$ cat config.mk
export PLATFORM = sky130hd
export DESIGN_NAME = gimli_permutation_iterative
export DESIGN_NICKNAME = d
export VERILOG_FILES = /design/src/rtl/gimli_permutation_iterative.sv
export SDC_FILE = /design/constraint.sdc
export NUM_CORES = 1
export LEC_CHECK = 0
export CAP_MARGIN = 10
export CORE_AREA = 2 2 298 300
export CTS_BUF_LIST = sky130_fd_sc_hd__clkbuf_4
export DETAILED_ROUTE_END_ITERATION = 6
export DIE_AREA = 0 0 300 302
export GPL_TIMING_DRIVEN = 0
export PLACE_DENSITY = 0.57
export SYNTH_ARGS = -nofsm -noshare
export SYNTH_HDL_FRONTEND = slang
export SYNTH_SLANG_ARGS = --single-unit
$ cat constraint.sdc
create_clock -name clk -period 2.9 [get_ports clk]
set_input_delay 0.58 -clock clk [delete_from_list [all_inputs] [get_ports clk]]
set_output_delay 0.58 -clock clk [all_outputs]
set_load 0.02 [all_outputs]
$ cat src/rtl/gimli_permutation_iterative.sv
// Iterative Gimli-384 permutation core.
// Each busy cycle applies the SP-box to COLUMNS_PER_CYCLE columns (1, 2 or 4).
// The round's swap and constant step is folded into the cycle that finishes
// the last column group of that round.
//
// state | meaning
// ------+------------------------------------------------------------
// IDLE  | waiting for din_valid; din_ready is high
// BUSY  | running 24 rounds, one column group per clock
// DONE  | result held on dout until dout_ready
module gimli_permutation_iterative #(
    parameter int COLUMNS_PER_CYCLE = 4
) (
    input  logic         clk,
    input  logic         arstn,
    input  logic [383:0] din,
    input  logic         din_valid,
    output logic         din_ready,
    output logic [383:0] dout,
    output logic         dout_valid,
    input  logic         dout_ready
);

    localparam int         NUM_GROUPS = 4 / COLUMNS_PER_CYCLE;
    localparam logic [1:0] LAST_GROUP = 2'(NUM_GROUPS - 1);

    localparam logic [1:0] IDLE = 2'd0;
    localparam logic [1:0] BUSY = 2'd1;
    localparam logic [1:0] DONE = 2'd2;

    logic [1:0]   fsm_q, fsm_d;
    logic [383:0] state_q, state_d;
    logic [4:0]   round_q, round_d;
    logic [1:0]   group_q, group_d;

    logic [383:0] sp_state;
    logic [383:0] round_state;
    logic [1:0]   col;
    logic [31:0]  x, y, z;

    function automatic logic [31:0] rotl(input logic [31:0] v, input int n);
        return (v << n) | (v >> (32 - n));
    endfunction

    // SP-box on the columns of the current group; other columns pass through
    always_comb begin
        sp_state = state_q;
        col      = '0;
        x        = '0;
        y        = '0;
        z        = '0;
        for (int j = 0; j < COLUMNS_PER_CYCLE; j++) begin
            col = 2'(int'(group_q) * COLUMNS_PER_CYCLE + j);
            x   = rotl(state_q[32*col +: 32], 24);
            y   = rotl(state_q[32*(4+col) +: 32], 9);
            z   = state_q[32*(8+col) +: 32];
            sp_state[32*(8+col) +: 32] = x ^ (z << 1) ^ ((y & z) << 2);
            sp_state[32*(4+col) +: 32] = y ^ x ^ ((x | z) << 1);
            sp_state[32*col +: 32]     = z ^ y ^ ((x & y) << 3);
        end
    end

    // End-of-round linear layer: row-0 swaps and round constant
    always_comb begin
        round_state = sp_state;
        case (round_q[1:0])
            2'd0: begin
                round_state[31:0]   = sp_state[63:32] ^ 32'h9E37_7900 ^ {27'd0, round_q};
                round_state[63:32]  = sp_state[31:0];
                round_state[95:64]  = sp_state[127:96];
                round_state[127:96] = sp_state[95:64];
            end
            2'd2: begin
                round_state[31:0]   = sp_state[95:64];
                round_state[95:64]  = sp_state[31:0];
                round_state[63:32]  = sp_state[127:96];
                round_state[127:96] = sp_state[63:32];
            end
            default: ;
        endcase
    end

    // Next-state logic for FSM, state register and round/group counters
    always_comb begin
        fsm_d   = fsm_q;
        state_d = state_q;
        round_d = round_q;
        group_d = group_q;
        case (fsm_q)
            IDLE: begin
                if (din_valid) begin
                    state_d = din;
                    round_d = 5'd24;
                    group_d = 2'd0;
                    fsm_d   = BUSY;
                end
            end
            BUSY: begin
                if (group_q == LAST_GROUP) begin
                    state_d = round_state;
                    round_d = round_q - 5'd1;
                    group_d = 2'd0;
                    if (round_q == 5'd1) fsm_d = DONE;
                end else begin
                    state_d = sp_state;
                    group_d = group_q + 2'd1;
                end
            end
            DONE: begin
                if (dout_ready) fsm_d = IDLE;
            end
            default: fsm_d = IDLE;
        endcase
    end

    // Registers with asynchronous active-low clear
    always_ff @(posedge clk or negedge arstn) begin
        if (!arstn) begin
            fsm_q   <= IDLE;
            state_q <= '0;
            round_q <= 5'd24;
            group_q <= 2'd0;
        end else begin
            fsm_q   <= fsm_d;
            state_q <= state_d;
            round_q <= round_d;
            group_q <= group_d;
        end
    end

    assign din_ready  = (fsm_q == IDLE);
    assign dout_valid = (fsm_q == DONE);
    assign dout       = state_q;

endmodule

==> results.tsv, run 1 <==
stage	metric	value	unit
run_status	status	finished, final reports clean	
placement	dpl hpwl	124300	µm
setup_path	Data required, critical path	2.32	ns
logic_synthesis	Netlist Area Pre-Place	0.02448	mm²
logic_synthesis	Yosys cell types	54	
drt	vias	26810	
global_routing	GRT overflow	0	
setup_path	critical path's slowest cell	clkdlybuf4s50_1	
logic_synthesis	Gate Count Post-Synth	2673	
global_routing	largest net degree at the start of global routing	107	
flow_run	Max-Cap Viols	0	
logic_synthesis	most common cell in the synthesized netlist	dfrtp_1	
cells_and_area	layout cell share with drive strength beyond 1	11.76	%
clock_tree	H-tree depth	4	
setup_path	worst r2r src	dout[309]	
floorplan	io pins	774	
logic_synthesis	most frequent cells after synthesis	dfrtp_1 (391), nand2_1 (349), nor2_1 (293), xnor2_1 (276), a31oi_1 (186)	
timing	fmax	353.1	MHz
global_routing	GR Util All Layers	33.49	%
timing	setup TNS	0	ns
clock_tree	CTS sink count	393	
logic_synthesis	post-synthesis compound-gate area fraction	21.00	%
logic_synthesis	post-synthesis xor/xnor area fraction	10.88	%
floorplan	Die Area	0.09060	mm²
clock_tree	worst skew pair latency	1.08	ns
hold_path	worst min-delay path startpoint	din[143]	
clock_tree	CTS tree	built	
clock_tree	Num CTS Buffers	130	
hold_path	Hold Path Depth	3	
timing	share of the clock period used by the worst path	97.66	%
logic_synthesis	YS warnings	0	
setup_path	Crit. End Element	output pin	
global_routing	first-pass GRT wire length	210500	µm
floorplan	row cnt	109	
logic_synthesis	post-synthesis simple-gate area fraction	14.33	%
timing	final setup violation count	0	
timing	skew final	0.08476	ns
setup_path	largest fanout on the critical path	6	
power_and_ir_drop	worst vdd ir	0.6481	mV
clock_tree	Root Driver	clkbuf_4	
timing	Slew @ Worst Pin	1.268	ns
cells_and_area	Final Cell Area	0.03554	mm²
logic_synthesis	synthesized area per cell	9.159	µm²
floorplan	Initial Utilization	27.96	%
global_routing	vias in the first global route	26180	
clock_tree	Reg clk slew, reported paths	0.06	ns
setup_path	FF-to-FF End	dout[53]	
drt	drt drc	0	
cells_and_area	fill count	9033	
hold_path	Worst Hold Class	input pin to register	
logic_synthesis	Yosys top cell area share	39.97	%
setup_path	Startpoint Class	register	
setup_path	count of buffer and inverter cells on the critical path	1	
placement	dpl cell area	0.03376	mm²
logic_synthesis	top_reg_cell synth	dfrtp_1	
cells_and_area	Layout area overhead	45.16	%
setup_path	Top delay family on crit path	buffers and inverters	
setup_path	Setup CP Type	register to output pin	
logic_synthesis	Synth async-reset ratio	100.0	%
drt	initial detailed-routing violation count	2749	
logic_synthesis	main combinational cell family by area after synthesis	compound AO/OA/AOI/OAI gates	
power_and_ir_drop	Pleak	14.69	nW
logic_synthesis	Synth Net Count	3244	
placement	GP Congestion	0.9908	
logic_synthesis	sequential area share after synthesis	40.18	%
setup_path	crit-path cells	clkdlybuf4s50_1	
logic_synthesis	dominant cell type by area after synthesis	dfrtp_1	
placement	Port Buf Inserts	773	
setup_path	worst r2r path cells	5	
timing	Tmin final	2.832	ns
drt	vias per cell	5.520	
timing	Slew Limit Fails	0	
logic_synthesis	Post-Synth Adder-Cell Area	9.352	%
drt	iteration count of the initial detailed-routing pass	5	
floorplan	Die Y	302	µm
drt	routed wire length	155500	µm
logic_synthesis	top cells by area, synth	dfrtp_1 (40%), xnor2_1 (9.9%), ha_1 (9.4%)	
timing	Worst slew margin	14.84	%
floorplan	Die Wd	300	µm
logic_synthesis	Post-synth EDFFs	0	
global_routing	initial antenna violation count	15	
clock_tree	Clock Tree Buf Depth	3	
floorplan	CORE AREA	0.08756	mm²
setup_path	critical path arrival	2.25	ns
setup_path	reg2reg setup slack	0.23	ns
drt	Final ANT Viol Nets	0	
drt	Avg WL per Cell	32.02	µm
logic_synthesis	multiplexer share of the synthesized area	0.04089	%
logic_synthesis	#FFs+latches synth	393	
cells_and_area	fin nets	4156	
setup_path	CP peak stage delay	0.67	ns
power_and_ir_drop	PwrDens	1627	mW/mm²
timing	Final Hold Fails	0	
hold_path	Hold Path End	dout[143]	
## logic make-up after synthesis
| group | count (synthesis) |
|---|---|
| AND/OR/NAND/NOR | 815 |
| adder cells (fa/ha/maj) | 183 |
| multiplexers | 1 |
| XOR/XNOR | 304 |
| flip-flops | 393 |
| AO/OA/AOI/OAI | 781 |
| buffers and inverters | 196 |
## layer usage
layer	wire length [µm]	GRT usage (%)
met5	29	0
met2	71570	53.77
met3	13450	8.604
met4	8783	17.83
met1	61700	41.31
## worst max path at each step
stage                   start        end  cells past startpoint
floorplan            fsm_q[0]  din_ready                      5
global placement        arstn  dout[340]                      1
detailed placement  din_valid  dout[158]                      6
CTS                  dout[13]   dout[13]                      1
global route        dout[275]  dout[275]                      1
finish               dout[18]   dout[18]                      1
## placed cells by master, fill, tap and decap left out, types with 25 or more instances in the layout
master / n
a22o_1: 64
ha_1: 183
o22a_1: 42
or3_1: 85
dlygate4sd2_1: 70
buf_2: 119
clkbuf_4: 181
nor2_1: 292
clkinv_1: 29
xnor2_1: 276
a31oi_1: 186
o21a_1: 28
clkdlybuf4s50_1: 698
dfrtp_2: 65
a21oi_1: 127
nand3_1: 46
o21ai_0: 121
o221ai_1: 36
o22ai_1: 100
xor2_1: 28
nand2_1: 349
clkbuf_1: 25
dfrtp_1: 326
## state kept, by name, indices dropped and copies added, names as in the netlist
| register | cells |
|---|---|
| fsm_q | 2 |
| round_q | 5 |
| group_q | 2 |
| dout | 384 |
## tightest hold or removal path, stage by stage
cell and delay, ns:
clkdlybuf4s50_1 0.41, nand2_1 0.06, a31oi_1 0.07
## power breakdown
group          internal (mW)  total, mW  switching, mW  leakage (nW)
Combinational           14.9       37.8           22.8          9.03
Sequential              8.40       13.7           5.35          4.69
Clock                   3.31       6.29           2.98         0.974
## metrics by stage
| step | instances | utilization [%] | setup slack [ns] | hold WS, ns | total power [mW] |
|---|---|---|---|---|---|
| final | 4858 | 40.59 | 0.06777 | 0.09537 | 57.82 |
| after global routing | 4856 | 40.58 | -0.02151 | 0.02791 | 60.47 |
| after CTS | 4840 | 40.53 | 0.00004663 | 0.0005875 | 57.00 |
| after detailed placement | 4614 | 38.56 | -0.008871 | 0.4787 | 50.67 |
| after global placement | 4611 | 38.46 | -17.97 | 0.4747 | 50.43 |
| after floorplan | 2673 | - | 1.019 | 0.2844 | 32.39 |
## layout make-up
class                           instances  area (µm²)  area share [%]
Inverter                               12       52.55          0.1479
Buffer                                181       984.7           2.771
Multi-Input combinational cell       2084       13620           38.32
Antenna cell                           18       45.04          0.1267
Timing Repair Buffer                  783        7810           21.98
Tap cell                             1165        1458           4.102
Clock buffer                          181        1359           3.823
Sequential cell                       393        9918           27.91
Clock inverter                         41       292.8          0.8238
## what timing repair did
item / 4_1_cts / 5_1_grt
setup buffers: 2 / 0
gates resized for setup: 148 / 2
cloned: 0 / 0
hold buffers: 5 / 0
endpoints found under the setup margin: 125 / 2
hold endpoints to repair: 85 / 0
pin swaps: 0 / 0
(Power assumes the default switching activity.)
==> run 2, diff against run 1 <==
CORE_AREA = 5 5 301 303   (was 2 2 298 300)
DIE_AREA = 0 0 306 308   (was 0 0 300 302)
==> results.tsv, run 2 (same netlist as run 1, synthesis figures left out) <==
stage	metric	value	unit
clock_tree	Num CTS Buffers	121	
clock_tree	worst skew pair latency	0.98	ns
power_and_ir_drop	PwrDens	1623	mW/mm²
timing	Tmin final	2.869	ns
placement	GP Congestion	0.9898	
cells_and_area	layout cell share with drive strength beyond 1	10.71	%
placement	dpl cell area	0.03379	mm²
setup_path	Crit. End Element	output pin	
power_and_ir_drop	worst vdd ir	0.5938	mV
placement	dpl hpwl	126700	µm
placement	Port Buf Inserts	773	
cells_and_area	Final Cell Area	0.03538	mm²
drt	Avg WL per Cell	32.41	µm
floorplan	row cnt	109	
drt	iteration count of the initial detailed-routing pass	6	
timing	Slew Limit Fails	0	
hold_path	Worst Hold Class	input pin to register	
floorplan	io pins	774	
global_routing	GR Util All Layers	31.69	%
cells_and_area	commonest non-fill, non-tap cell in the layout	clkdlybuf4s50_1	
setup_path	Setup CP Type	register to output pin	
timing	Worst slew margin	12.77	%
timing	fmax	348.6	MHz
setup_path	Startpoint Class	register	
cells_and_area	max reg flops	384	
clock_tree	setup bufs post-CTS	0	
clock_tree	Reg clk slew, reported paths	0.08	ns
power_and_ir_drop	Pleak	14.59	nW
floorplan	Die Wd	306	µm
setup_path	largest fanout on the critical path	7	
drt	drt drc	0	
flow_run	Max-Cap Viols	0	
setup_path	count of buffer and inverter cells on the critical path	1	
timing	skew final	0.05474	ns
setup_path	Data required, critical path	2.32	ns
placement	placed cells	4615	
floorplan	Die Area	0.09425	mm²
clock_tree	CTS sink count	393	
setup_path	critical path's slowest cell	clkdlybuf4s50_1	
timing	Slew @ Worst Pin	1.299	ns
clock_tree	Clock Tree Buf Depth	3	
global_routing	vias in the first global route	26370	
cells_and_area	Layout area overhead	44.51	%
global_routing	largest net degree at the start of global routing	95	
global_routing	GRT overflow	0	
floorplan	CORE AREA	0.08769	mm²
global_routing	initial antenna violation count	20	
drt	Final ANT Viol Nets	0	
timing	share of the clock period used by the worst path	98.91	%
drt	initial detailed-routing violation count	2901	
run_status	status	finished, final reports clean	
timing	Final Hold Fails	0	
clock_tree	CTS tree	built	
drt	routed wire length	157100	µm
timing	final setup violation count	0	
clock_tree	H-tree depth	3	
drt	vias per cell	5.563	
clock_tree	Root Driver	clkbuf_4	
cells_and_area	fill count	8966	
floorplan	Die Y	308	µm
setup_path	Top delay family on crit path	buffers and inverters	
setup_path	critical path arrival	2.29	ns
drt	vias	26960	
setup_path	crit-path cells	clkdlybuf4s50_1	
global_routing	first-pass GRT wire length	211600	µm
cells_and_area	most frequent cells in the layout	clkdlybuf4s50_1 (754), dfrtp_1 (366), nand2_1 (349)	
setup_path	CP peak stage delay	0.81	ns
floorplan	Initial Utilization	27.92	%
cells_and_area	Finished Layout Cells	4846	
cells_and_area	fin nets	4142	
## run 2: cell types whose count changed in the layout (fill, tap and decap cells not counted), moves of 4 or more
cell / before / now
clkdlybuf4s50_1: 698 / 754
dlygate4sd2_1: 70 / 15
dfrtp_1: 326 / 366
dfrtp_2: 65 / 25
bufinv_16: 5 / 0
diode_2: 18 / 13
clkbuf_4: 181 / 185
clkinv_1: 29 / 25
dlygate4sd3_1: 5 / 1
## run 2: routing by layer
| metal | vias to the layer above | part of all wire [%] | GRT usage (%) |
|---|---|---|---|
| met5 | - | 0.044 | 0 |
| met4 | 10 | 5.6 | 15.47 |
| met3 | 351 | 9.5 | 8.528 |
| met2 | 1692 | 46 | 51.68 |
| met1 | 13340 | 39 | 38.99 |
| li1 | 11560 | - | - |
## run 2: per-stage QoR
stage | setup TNS, ns | hold WS (ns) | utilization, % | setup WS (ns) | power [mW]
global route | -0.001340 | 0.1168 | 40.34 | -0.001340 | 59.82
global placement | -6999.90 | 0.4746 | 38.40 | -17.95 | 50.39
floorplan | 0 | 0.2844 | - | 1.019 | 32.39
CTS | 0 | 0.07910 | 40.30 | 0.0001799 | 56.69
finish | 0 | 0.1600 | 40.34 | 0.03149 | 57.42
detailed placement | -0.02872 | 0.4833 | 38.54 | -0.02414 | 50.66
## run 2: path summary, 6_finish.rpt
check                          start        end  slack, ns  depth (start not counted)
max                        dout[256]  dout[256]       0.03                          1
min                         din[173]  dout[173]       0.16                          3
max reg2reg                dout[169]   dout[50]       0.35                          5
min reg2reg                dout[106]  dout[106]       0.49                          1
max in group asynchronous      arstn   dout[86]       1.28                          4
min in group asynchronous      arstn  dout[299]       0.17                          2
## run 2: layout make-up
class,instances,area (µm²),area share (%)
repair buffers,778,7843,22.17
inverters,12,47.55,0.1344
clock buffers,185,1389,3.926
plain buffers,181,979.7,2.769
multi-input cells,2084,13610,38.48
flip-flops and latches,393,9868,27.89
clock inverters,35,147.6,0.4173
well taps,1165,1458,4.120
diodes,13,32.53,0.09195
## run 2: timing repair
item,in CTS,in global routing
endpoints found under the setup margin,36,7
endpoints found under the hold margin,74,0
cloned,0,0
hold buffers,1,0
resized for setup,44,7
## run 2: worst min-delay path, delay by kind of cell
| family | cells | cell delay (ns) |
|---|---|---|
| buffers and inverters | 1 | 0.40 |
| AO/OA/AOI/OAI | 1 | 0.07 |
| AND/OR/NAND/NOR | 1 | 0.06 |
## run 2: where the power goes
group          switching [mW]  internal (mW)  leakage, nW
Clock                    2.90           2.88        0.927
Combinational            22.7           15.2         8.93
Sequential               5.37           8.33         4.73
Total                    31.0           26.4         14.6
